## src/rtl/magic_glove_pkg.sv

```systemverilog
// magic_glove_pkg: shared class/frame types and sequencer states for the gesture-to-text path
// Exports the class index width, the blank separator, frame and FSM state types.
package magic_glove_pkg;
  localparam int CW = 5;
  localparam int NUM_CLASSES = 27;
  localparam logic [CW-1:0] BLANK_CLASS = 5'd26;
  typedef logic [CW-1:0] class_t;
  typedef class_t tops_t [3];
  typedef enum logic [1:0] {S_IDLE, S_START, S_WAIT, S_COMMIT} state_t;
endpackage

```

## src/rtl/letter_fifo.sv

```systemverilog
// letter_fifo: synchronous FIFO holding recognised letter class indices
// Ports: clk, rst (sync active-high), push/pop/flush controls, din write data,
// head = oldest entry, full/empty status flags.
module letter_fifo #(
  parameter int DEPTH = 8,
  parameter int W = 5
) (
  input  logic         clk,
  input  logic         rst,
  input  logic         push,
  input  logic         pop,
  input  logic         flush,
  input  logic [W-1:0] din,
  output logic [W-1:0] head,
  output logic         full,
  output logic         empty
);
  localparam int AW = $clog2(DEPTH);
  logic [AW:0] wr_q, wr_d, rd_q, rd_d;
  logic [W-1:0] mem_q [DEPTH];
  logic do_push;
  assign empty = wr_q == rd_q;
  // Same slot, opposite wrap bit: the writer has lapped the reader.
  assign full = wr_q == {~rd_q[AW], rd_q[AW-1:0]};
  assign head = mem_q[rd_q[AW-1:0]];
  assign do_push = push & ~full & ~flush;
  always_comb begin
    wr_d = flush ? '0 : wr_q + (AW+1)'(do_push);
    rd_d = flush ? '0 : rd_q + (AW+1)'(pop & ~empty);
  end
  always_ff @(posedge clk) begin
    if (rst) begin
      wr_q <= '0;
      rd_q <= '0;
    end else begin
      wr_q <= wr_d;
      rd_q <= rd_d;
    end
  end
  always_ff @(posedge clk) begin
    if (do_push) mem_q[wr_q[AW-1:0]] <= din;
  end
endmodule

```

## src/rtl/dedup_sequencer.sv

```systemverilog
// dedup_sequencer: sequences one Dedup compare per classifier frame and queues new letters
// Ports: i_clk, i_rst_n (sync, active-high); frame in i_valid/i_tops/o_ready, i_clear;
// Dedup side o_dd_next/o_dd_tops/o_dd_prev_tops and i_dd_finished/i_dd_next;
// letter out o_letter/o_letter_valid/i_letter_ready; o_timeout; saturating counters.
module dedup_sequencer
  import magic_glove_pkg::*;
#(
  parameter int FIFO_DEPTH = 8,
  parameter int TIMEOUT = 15,
  parameter int CNT_W = 16
) (
  input  logic             i_clk,
  input  logic             i_rst_n,
  input  logic             i_valid,
  input  logic [4:0]       i_tops [3],
  output logic             o_ready,
  input  logic             i_clear,
  output logic             o_dd_next,
  output logic [4:0]       o_dd_tops [3],
  output logic [4:0]       o_dd_prev_tops [3],
  input  logic             i_dd_finished,
  input  logic             i_dd_next,
  output logic [4:0]       o_letter,
  output logic             o_letter_valid,
  input  logic             i_letter_ready,
  output logic             o_timeout,
  output logic [CNT_W-1:0] o_accept_cnt,
  output logic [CNT_W-1:0] o_drop_cnt
);
  localparam int WD_W = $clog2(TIMEOUT + 1);
  state_t state_q, state_d;
  tops_t cur_q, cur_d, prev_q, prev_d;
  logic prev_valid_q, prev_valid_d, dd_next_q, dd_next_d, timeout_q, timeout_d;
  logic clr_pend_q, clr_pend_d;
  logic [WD_W-1:0] wdog_q, wdog_d;
  logic [CNT_W-1:0] acc_q, acc_d, drop_q, drop_d;
  logic accept, push, flush, full, empty;
  assign o_ready = (state_q == S_IDLE) & ~full & ~i_clear;
  assign accept = i_valid & o_ready;
  always_comb begin
    state_d = state_q;
    cur_d = cur_q;
    prev_d = prev_q;
    prev_valid_d = prev_valid_q;
    wdog_d = wdog_q;
    dd_next_d = 1'b0;
    timeout_d = 1'b0;
    acc_d = acc_q;
    drop_d = drop_q;
    clr_pend_d = clr_pend_q;
    push = 1'b0;
    flush = 1'b0;
    case (state_q)
      S_IDLE: begin
        if (i_clear) begin
          flush = 1'b1;
          prev_valid_d = 1'b0;
        end else if (accept) begin
          cur_d = i_tops;
          if (i_tops[0] == BLANK_CLASS) prev_valid_d = 1'b0;
          else if (!prev_valid_q) state_d = S_COMMIT;
          else begin
            state_d = S_START;
            dd_next_d = 1'b1;
          end
        end
      end
      S_START: begin
        state_d = S_WAIT;
        wdog_d = '0;
      end
      S_WAIT: begin
        if (i_dd_finished) begin
          if (i_dd_next) state_d = S_COMMIT;
          else begin
            state_d = S_IDLE;
            prev_d = cur_q;
            drop_d = (&drop_q) ? drop_q : drop_q + 1'b1;
          end
        end else if (wdog_q == WD_W'(TIMEOUT - 1)) begin
          state_d = S_IDLE;
          prev_d = cur_q;
          timeout_d = 1'b1;
          drop_d = (&drop_q) ? drop_q : drop_q + 1'b1;
        end else wdog_d = wdog_q + 1'b1;
      end
      S_COMMIT: begin
        push = 1'b1;
        prev_d = cur_q;
        prev_valid_d = 1'b1;
        acc_d = (&acc_q) ? acc_q : acc_q + 1'b1;
        state_d = S_IDLE;
      end
      default: state_d = S_IDLE;
    endcase
    // A clear seen while busy is held and applied on the edge back into idle,
    // where the flush also discards the in-flight frame's push.
    if (state_q != S_IDLE) begin
      clr_pend_d = clr_pend_q | i_clear;
      if (state_d == S_IDLE && clr_pend_d) begin
        flush = 1'b1;
        prev_valid_d = 1'b0;
        clr_pend_d = 1'b0;
      end
    end
  end
  always_ff @(posedge i_clk) begin
    if (i_rst_n) begin
      state_q <= S_IDLE;
      cur_q <= '{default: '0};
      prev_q <= '{default: '0};
      prev_valid_q <= 1'b0;
      wdog_q <= '0;
      dd_next_q <= 1'b0;
      timeout_q <= 1'b0;
      acc_q <= '0;
      drop_q <= '0;
      clr_pend_q <= 1'b0;
    end else begin
      state_q <= state_d;
      cur_q <= cur_d;
      prev_q <= prev_d;
      prev_valid_q <= prev_valid_d;
      wdog_q <= wdog_d;
      dd_next_q <= dd_next_d;
      timeout_q <= timeout_d;
      acc_q <= acc_d;
      drop_q <= drop_d;
      clr_pend_q <= clr_pend_d;
    end
  end
  letter_fifo #(.DEPTH(FIFO_DEPTH), .W(CW)) u_fifo (
    .clk(i_clk),
    .rst(i_rst_n),
    .push(push),
    .pop(i_letter_ready),
    .flush(flush),
    .din(cur_q[0]),
    .head(o_letter),
    .full(full),
    .empty(empty)
  );
  assign o_letter_valid = ~empty;
  assign o_dd_next = dd_next_q;
  assign o_timeout = timeout_q;
  assign o_dd_tops = cur_q;
  assign o_dd_prev_tops = prev_q;
  assign o_accept_cnt = acc_q;
  assign o_drop_cnt = drop_q;
endmodule

```

## config.mk

```make
export PLATFORM = sky130hd
export DESIGN_NAME = dedup_sequencer
export DESIGN_NICKNAME = d
export VERILOG_FILES = /design/src/rtl/magic_glove_pkg.sv /design/src/rtl/letter_fifo.sv /design/src/rtl/dedup_sequencer.sv
export SDC_FILE = /design/constraint.sdc
export NUM_CORES = 1
export LEC_CHECK = 0
export ABC_AREA = 1
export BUFFER_PORTS_ARGS = -buffer_cell sky130_fd_sc_hd__buf_4
export CORE_ASPECT_RATIO = 0.75
export CORE_MARGIN = 1.5
export CORE_UTILIZATION = 55
export DETAILED_ROUTE_END_ITERATION = 12
export HOLD_SLACK_MARGIN = 0.12
export PLACE_DENSITY_LB_ADDON = 0.2
export SLEW_MARGIN = 20
export SYNTH_ARGS = -nofsm -noshare
export SYNTH_HDL_FRONTEND = slang
export SYNTH_HIERARCHICAL = 1
export SYNTH_SLANG_ARGS = --single-unit
export TNS_END_PERCENT = 1
```

## constraint.sdc

```tcl
create_clock -name i_clk -period 9 [get_ports i_clk]
set_clock_uncertainty 0.2 [all_clocks]
set_input_delay 1.8 -clock i_clk [delete_from_list [all_inputs] [get_ports i_clk]]
set_output_delay 1.8 -clock i_clk [all_outputs]
set_load 0.005 [all_outputs]
```

# [Word level (Yosys, flattened, before mapping)]
# Memory sizes are Yosys's and may differ from the RTL's. A register that Yosys moved wholly into a read port is not among the register bits.
# Cells that the tools add are included.
[word_totals] register_bits=80 out_inout_bits=71 input_bits=22 word_cells=104 n_memories=1 ramBits=40
[mem_list] memory="u_fifo.mem_q" words=8 word_bits=5 rd=1 rd_ports_with_merged_regs=1 write_ports=1 line="letter_fifo.sv:20" source="logic [W-1:0] mem_q [DEPTH];"
[classes] n_bitwise=17 mux=36 n_addsub=5 n_reduce_logical=17 eq_ne=12
[op_table] cell="two-way mux 16 bit" count=4
[op_table] cell="two-way mux 15 bit" count=3
[op_table] cell="adder 16 x 1 -> 16 bit, second input constant" count=2
[op_table] cell="AND reduction 16 bit" count=2
[op_table] cell="case mux 15 bit (2 select lines)" count=1
[op_table] cell="two-way mux 1 bit" count=15
[op_table] cell="two-way mux 2 bit" count=7
[op_table] cell="AND reduction 3 bit" count=4
[op_table] cell="NOT 1 bit" count=9
[op_table] cell="== test 4 bit" count=2
[op_table] cell="two-way mux 4 bit" count=2
[op_table] cell="case mux 2 bit (4 select lines)" count=1
[op_table] cell="case mux 4 bit (2 select lines)" count=1
[op_table] cell="nonzero test 2 bit" count=4
[op_table] cell="!= test 2 bit, second input constant" count=3
[op_table] cell="!= test 3 bit, second input constant" count=2
[op_table] cell="AND 1 bit" count=5
[op_table] cell="== test 5 bit, second input constant" count=1
[op_table] cell="OR reduction 5 bit" count=1
[op_table] cell="adder 4 x 1 -> 4 bit" count=1
[op_table] cell="adder 4 x 1 -> 4 bit, second input constant" count=1
[op_table] cell="adder 4 bit" count=1
[op_table] cell="AND 1 x 4 -> 4 bit" count=1
[op_table] cell="== test 2 bit, second input constant" count=2
[op_table] cell="other kinds (11)" count=12

# [Depth between registers and ports, before layout]
# Gate-level depths: netlist of the first run.
[logic_depth] ltp_word=17 mapped_depth=26 ltp_nobuf=25

# [Hierarchy]
# Netlist of the first run, hierarchy kept.
[modules_own_cells] mod="dedup_sequencer" cells_each=483 area_each_um2=3399.5 seq_area_each_um2=1441.4 n_inst=1
[modules_own_cells] mod="letter_fifo" cells_each=216 area_each_um2=2124.5 seq_area_each_um2=1361.3 n_inst=1

# [Worst setup path after synthesis of the first run]
# OpenSTA, ideal clock, no wires.
[synth_path] path_type="input port to output port" start="in i_clear" end="out o_ready" path_buffers=0 path_stages=3 t_required_ps=7000 t_arrival_ps=2009 slack_ps=4991 path_cell_list="inv_1 nand3_1 inv_1"
[synth_via] elab_chain_cells=2
[synth_rtl] element="from (decl)" line="dedup_sequencer.sv:17" source="input logic i_clear,"
[synth_rtl] element="NOT 1 bit (no source line)"
[synth_rtl] element="AND 1 bit" line="dedup_sequencer.sv:38" source="assign o_ready = (state_q == S_IDLE) & ~full & ~i_clear;"
[synth_rtl] element="to (decl)" line="dedup_sequencer.sv:16" source="output logic o_ready,"
# Every way passes these cells.

# [Worst setup path in the final report of the first run]
[layout_path] start="in i_clear" end="reg u_fifo.wr_q[2]"
[layout_via] elab_chain_cells=13 elab_cells_between_ends=17 classes_between="1 x add/sub; 7 x mux; 6 x bitwise; 3 x reduce/logical"
[layout_rtl] element="NOT 1 bit (no source line)"
[layout_rtl] element="AND 1 bit" line="dedup_sequencer.sv:38"
[layout_rtl] element="AND 1 bit" line="dedup_sequencer.sv:39" source="assign accept = i_valid & o_ready;"
[layout_rtl] element="two-way mux 2 bit" line="dedup_sequencer.sv:58" source="end else if (accept) begin"
[layout_rtl] element="two-way mux 2 bit" line="dedup_sequencer.sv:55" source="if (i_clear) begin"
[layout_rtl] element="case mux 2 bit (4 select lines)" line="dedup_sequencer.sv:53" source="case (state_q)"
[layout_rtl] element="logical NOT 2 bit" line="dedup_sequencer.sv:100" source="if (state_d == S_IDLE && clr_pend_d) begin"
[layout_rtl] element="logical AND 1 bit" line="dedup_sequencer.sv:100"
[layout_rtl] element="two-way mux 1 bit" line="dedup_sequencer.sv:100"
[layout_rtl] element="two-way mux 1 bit (*)" line="dedup_sequencer.sv:98" source="if (state_q != S_IDLE) begin"
[layout_rtl] element="named net flush" line="dedup_sequencer.sv:37" source="logic accept, push, flush, full, empty;"
[layout_rtl] element="NOT 1 bit" line="letter_fifo.sv:26" source="assign do_push = push & ~full & ~flush;"
[layout_rtl] element="AND 1 bit" line="letter_fifo.sv:26"
[layout_rtl] element="adder 4 x 1 -> 4 bit" line="letter_fifo.sv:28" source="wr_d = flush ? '0 : wr_q + (AW+1)'(do_push);"
[layout_rtl] element="to (signal assigned)" line="letter_fifo.sv:36" source="wr_q <= wr_d;"
[layout_rtl] element="to (decl)" line="letter_fifo.sv:19" source="logic [AW:0] wr_q, wr_d, rd_q, rd_d;"
# Mark *: on every way through the listed nets, which the timed path passes. The rest lies on a longest branch.
# A chain may end at the register's enable or synchronous reset.

==> impl_metrics.tcl, run 1 <==
set metrics [dict create \
    fill_cells 762 \
    rows 31 \
    drcViolationCount 0 \
    critPathRequiredTime_ns 9.13 \
    slew-limit-headroom_pct 42.4 \
    grtUsageMet3_pct 4.70 \
    holdCritPathClass "register to register" \
    async_flop_share_pct 0 \
    io_buffers 92 \
    cts.sinks 120 \
    via_per_inst 5.25 \
    ys_ff_latch 120 \
    powerDensity_nw_per_um2 197 \
    ir_drop_mv 0.127 \
    grt_pass1_vias 4459 \
    detail_route.wl_per_cell_um 14.2 \
    synth.most_common_cell "nor2_1" \
    setup_violations 0 \
    drv_slew 0 \
    ctsHoldBuffers 0 \
    start_util_pct 57.0 \
    comb_power_share_pct 8.1 \
    syn_to_final_growth_pct 23.3 \
    n_antenna_cell 0 \
    post_cts_resized 0 \
    cts-htree-levels 4 \
    leakagePower_nw 2.82 \
    core_region_area_um2 9700 \
    tightest_slew_ns 0.862 \
    fin_ws_ns 4.51 \
    switching_power_uw 302 \
    synthesis.instances 699 \
    cp-start-kind "primary input" \
    yosys_warnings 6 \
    power_frac_clock_pct 47.3 \
    avgSynthCellArea_um2 7.90 \
    grt_pass1_wl_mm 21.9 \
    grtUsageMet1_pct 36.4 \
    post_cts_buffers 0 \
    final_cell_count_no_fill 931 \
    grt_overflow 0 \
    syn_area_um2 5520 \
    yosys.area.top_type "dfxtp_1" \
    die_h_um 89.8 \
    vias 4887 \
    synth_fp_nets 734 \
    ys_seq_area_share_pct 50.7 \
    swShare_pct 22.5 \
    dieWidth_um 119 \
    dp.cells 899 \
    routed_wl_mm 13.2 \
    cts_tree "yes" \
    period_needed_ns 4.49 \
    clock_latency_ns 0.41 \
    finish.utilization_pct 70.2 \
    rsz0062_at_grt "false" \
    clockBufferDepth 2 \
    nets 821 \
    period_share_pct 49.9 \
    path_clk_slew_ns 0.05 \
    gp_congestion 0.875 \
    dp_hpwl_mm 9.36 \
    hold_depth 2 \
    drive_above_1_share_pct 17.8 \
    synth.top_cell.area_share_pct 29.0 \
    p_int_mw 1.04 \
    synth_edf_count 40 \
    grt_use_met2_pct 40.1 \
    cap_viol_max_count 0 \
    die_area_um2 10700 \
    antenna_found_initial 0 \
    pre_cts_ws_ns 3.86 \
    status "finished clean" \
    fmax_mhz 222 \
    postRouteAntennaNets 0 \
    critPathMaxFanout 20 \
    cts-root-buf "clkbuf_16" \
    grt-busiest-layer "met2" \
    hp-start "clr_pend_q$_SDFFE_PP0P_" \
    critPathArrivalTime_ns 4.63 \
    ioPinCount 93 \
    timing.rr.end "u_fifo/wr_q[2]$_SDFF_PP0_" \
    drt_iter0_drc 472 \
    seqPwrFrac_pct 44.6 \
    cts_buffers 17 \
    synthFlopType "dfxtp_1" \
    r2r_slack_ns 4.74 \
    criticalPathCategory "primary input to register" \
    final_hold_viol_count 0 \
    drtPass1Iterations 6 \
    synthTopCellsByCount "149 x nor2_1, 124 x nand2_1, 80 x dfxtp_1, 63 x o21ai_0, 59 x inv_1" \
    yosysUniqueCellTypes 36 \
    rr_worst_depth 24 \
    cp-end-kind "register" \
    fin_tns_setup_ns 0 \
    min_to "clr_pend_q$_SDFFE_PP0P_" \
    yosys-top-cells-area "dfxtp_1 29%, edfxtp_1 22%, nor2_1 10%" \
    grt_max_degree 47 \
    reg2reg_from "u_fifo/rd_q[0]$_SDFF_PP0_" \
    grt_usage_pct 26.0 \
]
[critical path, stage by stage]
cell and delay (ns):
buf_4 0.11, inv_1 0.08, nand3_1 0.12, nor2_2 0.55, nand3_1 0.22, nand3_1 0.14
nand2_1 0.08, inv_1 0.09, nand3_1 0.09, o21ai_0 0.10, inv_1 0.06, nand2_1 0.07
inv_1 0.07, nand2_4 0.13, inv_1 0.09, ha_1 0.21, ha_1 0.20, or2_2 0.29
a21oi_1 0.12
[cell type report]
type	count	area, µm²	share of cell area [%]
clock buffers	29	520	7.64
repair buffers	92	691	10.1
inverters	68	255	3.75
flip-flops and latches	120	2800	41.2
well taps	132	165	2.43
multi-input cells	487	2340	34.3
clock inverters	3	40.0	0.588
[power by group through the flow]
| stage | Sequential (mW) | Combinational [mW] | Clock, mW |
|---|---|---|---|
| final | 0.600 | 0.108 | 0.637 |
| after global routing | 0.602 | 0.122 | 0.667 |
| after CTS | 0.600 | 0.108 | 0.643 |
| after detailed placement | 0.611 | 0.107 | 0 |
| after global placement | 0.610 | 0.105 | 0 |
| after floorplan | 0.605 | 0.0605 | 0 |
[kinds of logic after synthesis]
family / count (synthesis) / synth area share (%)
and+or+nand+nor: 349 / 26.4
DFF: 120 / 50.7
AOI/OAI and AO/OA: 108 / 10.2
buffers and inverters: 92 / 7.02
xor gates and xnor gates: 17 / 2.70
adders and majority gates: 13 / 2.94
[flip-flops by register name, summed over array words and instances (netlist names), 2 cells and up]
signal	count
o_dd_tops	15
u_fifo/wr_q	4
wdog_q	4
u_fifo/mem_q	40
state_q	2
o_drop_cnt	16
u_fifo/rd_q	4
o_dd_prev_tops	15
o_accept_cnt	16
[how the worst max path moves through the flow]
stage,startpoint,endpoint
6_report,i_clear,u_fifo/wr_q[2]$_SDFF_PP0_
5_1_grt,i_clear,u_fifo/wr_q[2]$_SDFF_PP0_
4_1_cts,i_clear,u_fifo/wr_q[2]$_SDFF_PP0_
3_5_place_dp,i_clear,u_fifo/wr_q[2]$_SDFF_PP0_
3_3_place_gp,i_clear,u_fifo/wr_q[2]$_SDFF_PP0_
2_1_floorplan,i_clear,o_ready
[layout by cell type (no fill, tap or decap), drive strengths merged, types with 2 or more instances in the layout]
cell	netlist	final
buf	12	92
nand3	36	36
edfxtp	40	40
nor3b	2	2
nor2	154	154
xnor2	7	7
o21bai	2	2
or2	3	3
a21oi	36	36
nand4	6	6
clkinv	1	2
nor3	16	16
nor4	2	2
o21ai	67	67
dfxtp	80	80
clkbuf	12	29
ha	13	13
nand2	129	129
inv	67	68
xor2	10	10
[metal layers]
metal  wire, µm  up-vias
li1           -     2445
met1       6170     2235
met2       6010      190
met3        873       17
met4        185        0
met5          0        -
[per-stage QoR]
stage | cell area (µm²) | hold slack, ns | total power [mW]
final | 6810 | 0.261 | 1.34
after global routing | 6810 | 0.279 | 1.39
after CTS | 6810 | 0.266 | 1.35
after detailed placement | 6250 | 0.260 | 0.718
after global placement | 6250 | 0.244 | 0.714
after floorplan | 5520 | 0.233 | 0.666
(Power assumes the default switching activity.)
==> run 2, diff against run 1 <==
--- a/config.mk
+++ b/config.mk
@@ -9,7 +9,7 @@
 export BUFFER_PORTS_ARGS = -buffer_cell sky130_fd_sc_hd__buf_4
 export CORE_ASPECT_RATIO = 0.75
 export CORE_MARGIN = 1.5
-export CORE_UTILIZATION = 55
+export CORE_UTILIZATION = 51
 export DETAILED_ROUTE_END_ITERATION = 12
 export HOLD_SLACK_MARGIN = 0.12
 export PLACE_DENSITY_LB_ADDON = 0.2
==> constraint.sdc (replaced) <==
create_clock -name i_clk -period 3.9 [get_ports i_clk]
set_clock_uncertainty 0.2 [all_clocks]
set_input_delay 0.78 -clock i_clk [delete_from_list [all_inputs] [get_ports i_clk]]
set_output_delay 0.78 -clock i_clk [all_outputs]
set_load 0.005 [all_outputs]
==> run 2 against run 1 <==
  * Non-clock buffer count grew 3
  * Register-to-register slack got worse by 4.2 ns
  * Critical path depth increased by 5
  * Final area grew 1.3%
  * Die area rose by 7.6%
  * Power grew 140%
  * Clock power increased to 2.6 times the previous value
  * Flip-flop and latch count did not move
  * First-iteration DRC count is 10% lower
  * Global-route usage fell by 0.80 points
  * Sequential share of layout area fell by 0.51 points
  * Critical endpoint unchanged
  * Highest routed layer unchanged
==> impl_metrics.tcl, run 2 (synthesis results as in run 1) <==
set metrics [dict create \
    finish.utilization_pct 66.3 \
    finalPower_mw 3.29 \
    final_cell_count_no_fill 938 \
    dp_hpwl_mm 9.38 \
    cp-end-kind "register" \
    cpMaxStageDelayCell "dfxtp_2" \
    slew-limit-headroom_pct 59.0 \
    grt_usage_pct 25.2 \
    regArea_um2 2800 \
    criticalPathCategory "register to register" \
    largest_reg_flops 40 \
    tightest_slew_ns 0.613 \
    period_needed_ns 3.37 \
    fin_tns_setup_ns 0 \
    cts_tree "yes" \
    routed_wl_mm 13.5 \
    io_buffers 92 \
    ioPinCount 93 \
    gp_congestion 0.933 \
    ctsHoldBuffers 0 \
    cp-start-kind "register" \
    crit_chain "inv_1 -> nand2_1 -> nand2_1 -> nor2_2 -> nand2_2 -> inv_1 -> inv_1 -> nand3_1 -> nor2_1 -> nand3_1 -> nand3_1 -> nand2_1 -> inv_1 -> nand3_1 -> o21ai_0 -> inv_1 -> nand2_1 -> inv_1 -> nand2_4 -> inv_1 -> ha_1 -> ha_1 -> or2_2 -> a21oi_1" \
    fmax_mhz 296 \
    vias 4929 \
    clock_latency_ns 0.42 \
    drcViolationCount 0 \
    drv_slew 0 \
    critPathArrivalTime_ns 3.52 \
    cap_viol_max_count 0 \
    dieWidth_um 123 \
    multi_input_area_um2 2330 \
    powerDensity_nw_per_um2 476 \
    final_cell_area_um2 6900 \
    layout_commonest_cell "nor2_1" \
    drtPass1Iterations 6 \
    antenna_found_initial 0 \
    pre_cts_ws_ns 0.382 \
    cts-htree-levels 4 \
    layout_common_cells "149 x nor2_1, 124 x nand2_1, 95 x buf_4" \
    grt_pass1_wl_mm 22.1 \
    die_h_um 93.1 \
    crit_top_cell "inv_1" \
    ir_drop_mv 0.384 \
    grt_pass1_vias 4678 \
    rows 32 \
    cts_buffers 17 \
    setup_violations 0 \
    cpPeakStageDelay_ns 0.39 \
    detail_route.wl_per_cell_um 14.4 \
    period_share_pct 86.5 \
    critPathMaxFanout 14 \
    drive_above_1_share_pct 18.2 \
    via_per_inst 5.25 \
    rsz0062_at_grt "false" \
    dp.cells 906 \
    postRouteAntennaNets 0 \
    fin_ws_ns 0.525 \
    clockBufferDepth 2 \
    placed_area_um2 6270 \
    fill_cells 859 \
    leakagePower_nw 2.87 \
    status "finished clean" \
    final_hold_viol_count 0 \
    cts-root-buf "clkbuf_16" \
    n_antenna_cell 0 \
    holdCritPathClass "register to register" \
    die_area_um2 11500 \
    grt_max_degree 44 \
    start_util_pct 53.1 \
    post_cts_buffers 0 \
    critPathRequiredTime_ns 4.04 \
    path_clk_slew_ns 0.05 \
    syn_to_final_growth_pct 24.9 \
    hold_slack_ns 0.252 \
    post_cts_resized 0 \
    drt_iter0_drc 423 \
    grt_overflow 0 \
    cts.sinks 120 \
    core_region_area_um2 10400 \
    nets 824 \
    r2r_slack_ns 0.53 \
]
==> run 2: final cells by class <==
| class | instances | share of cell area [%] |
|---|---|---|
| Clock buffer | 22 | 6.89 |
| Timing Repair Buffer | 95 | 10.3 |
| Clock inverter | 10 | 2.14 |
| Multi-Input combinational cell | 487 | 33.8 |
| Inverter | 68 | 3.70 |
| Sequential cell | 120 | 40.6 |
| Tap cell | 136 | 2.47 |
==> run 2: worst paths after layout <==
check                              endpoint  cells past startpoint                      start
hold reg to reg     clr_pend_q$_SDFFE_PP0P_                      2    clr_pend_q$_SDFFE_PP0P_
setup / recovery  u_fifo/wr_q[2]$_SDFF_PP0_                     24  u_fifo/rd_q[1]$_SDFF_PP0_
setup reg to reg  u_fifo/wr_q[2]$_SDFF_PP0_                     24  u_fifo/rd_q[1]$_SDFF_PP0_
hold / removal      clr_pend_q$_SDFFE_PP0P_                      2    clr_pend_q$_SDFFE_PP0P_
==> run 2: worst max-delay path, delay by kind of cell (launching register included) <==
family                   cells  cell delay (ns)
AND/OR/NAND/NOR             13             1.44
AO/OA/AOI/OAI                2             0.22
flip-flops                   1             0.39
buffers and inverters        7             0.67
adder cells (fa/ha/maj)      2             0.38
==> run 2: per-layer routing <==
| metal | track usage [%] | part of all wire (%) |
|---|---|---|
| met2 | 38.7 | 45 |
| met4 | 7.95 | 1.5 |
| met3 | 6.83 | 7.1 |
| met1 | 34.6 | 47 |
| met5 | 0 | 0 |
==> run 2: report_power, final <==
group	internal, mW	leakage, nW	switching (mW)
registers	1.34	1.02	0.0450
logic	0.109	1.55	0.143
clock network	1.11	0.308	0.535
total	2.56	2.87	0.724
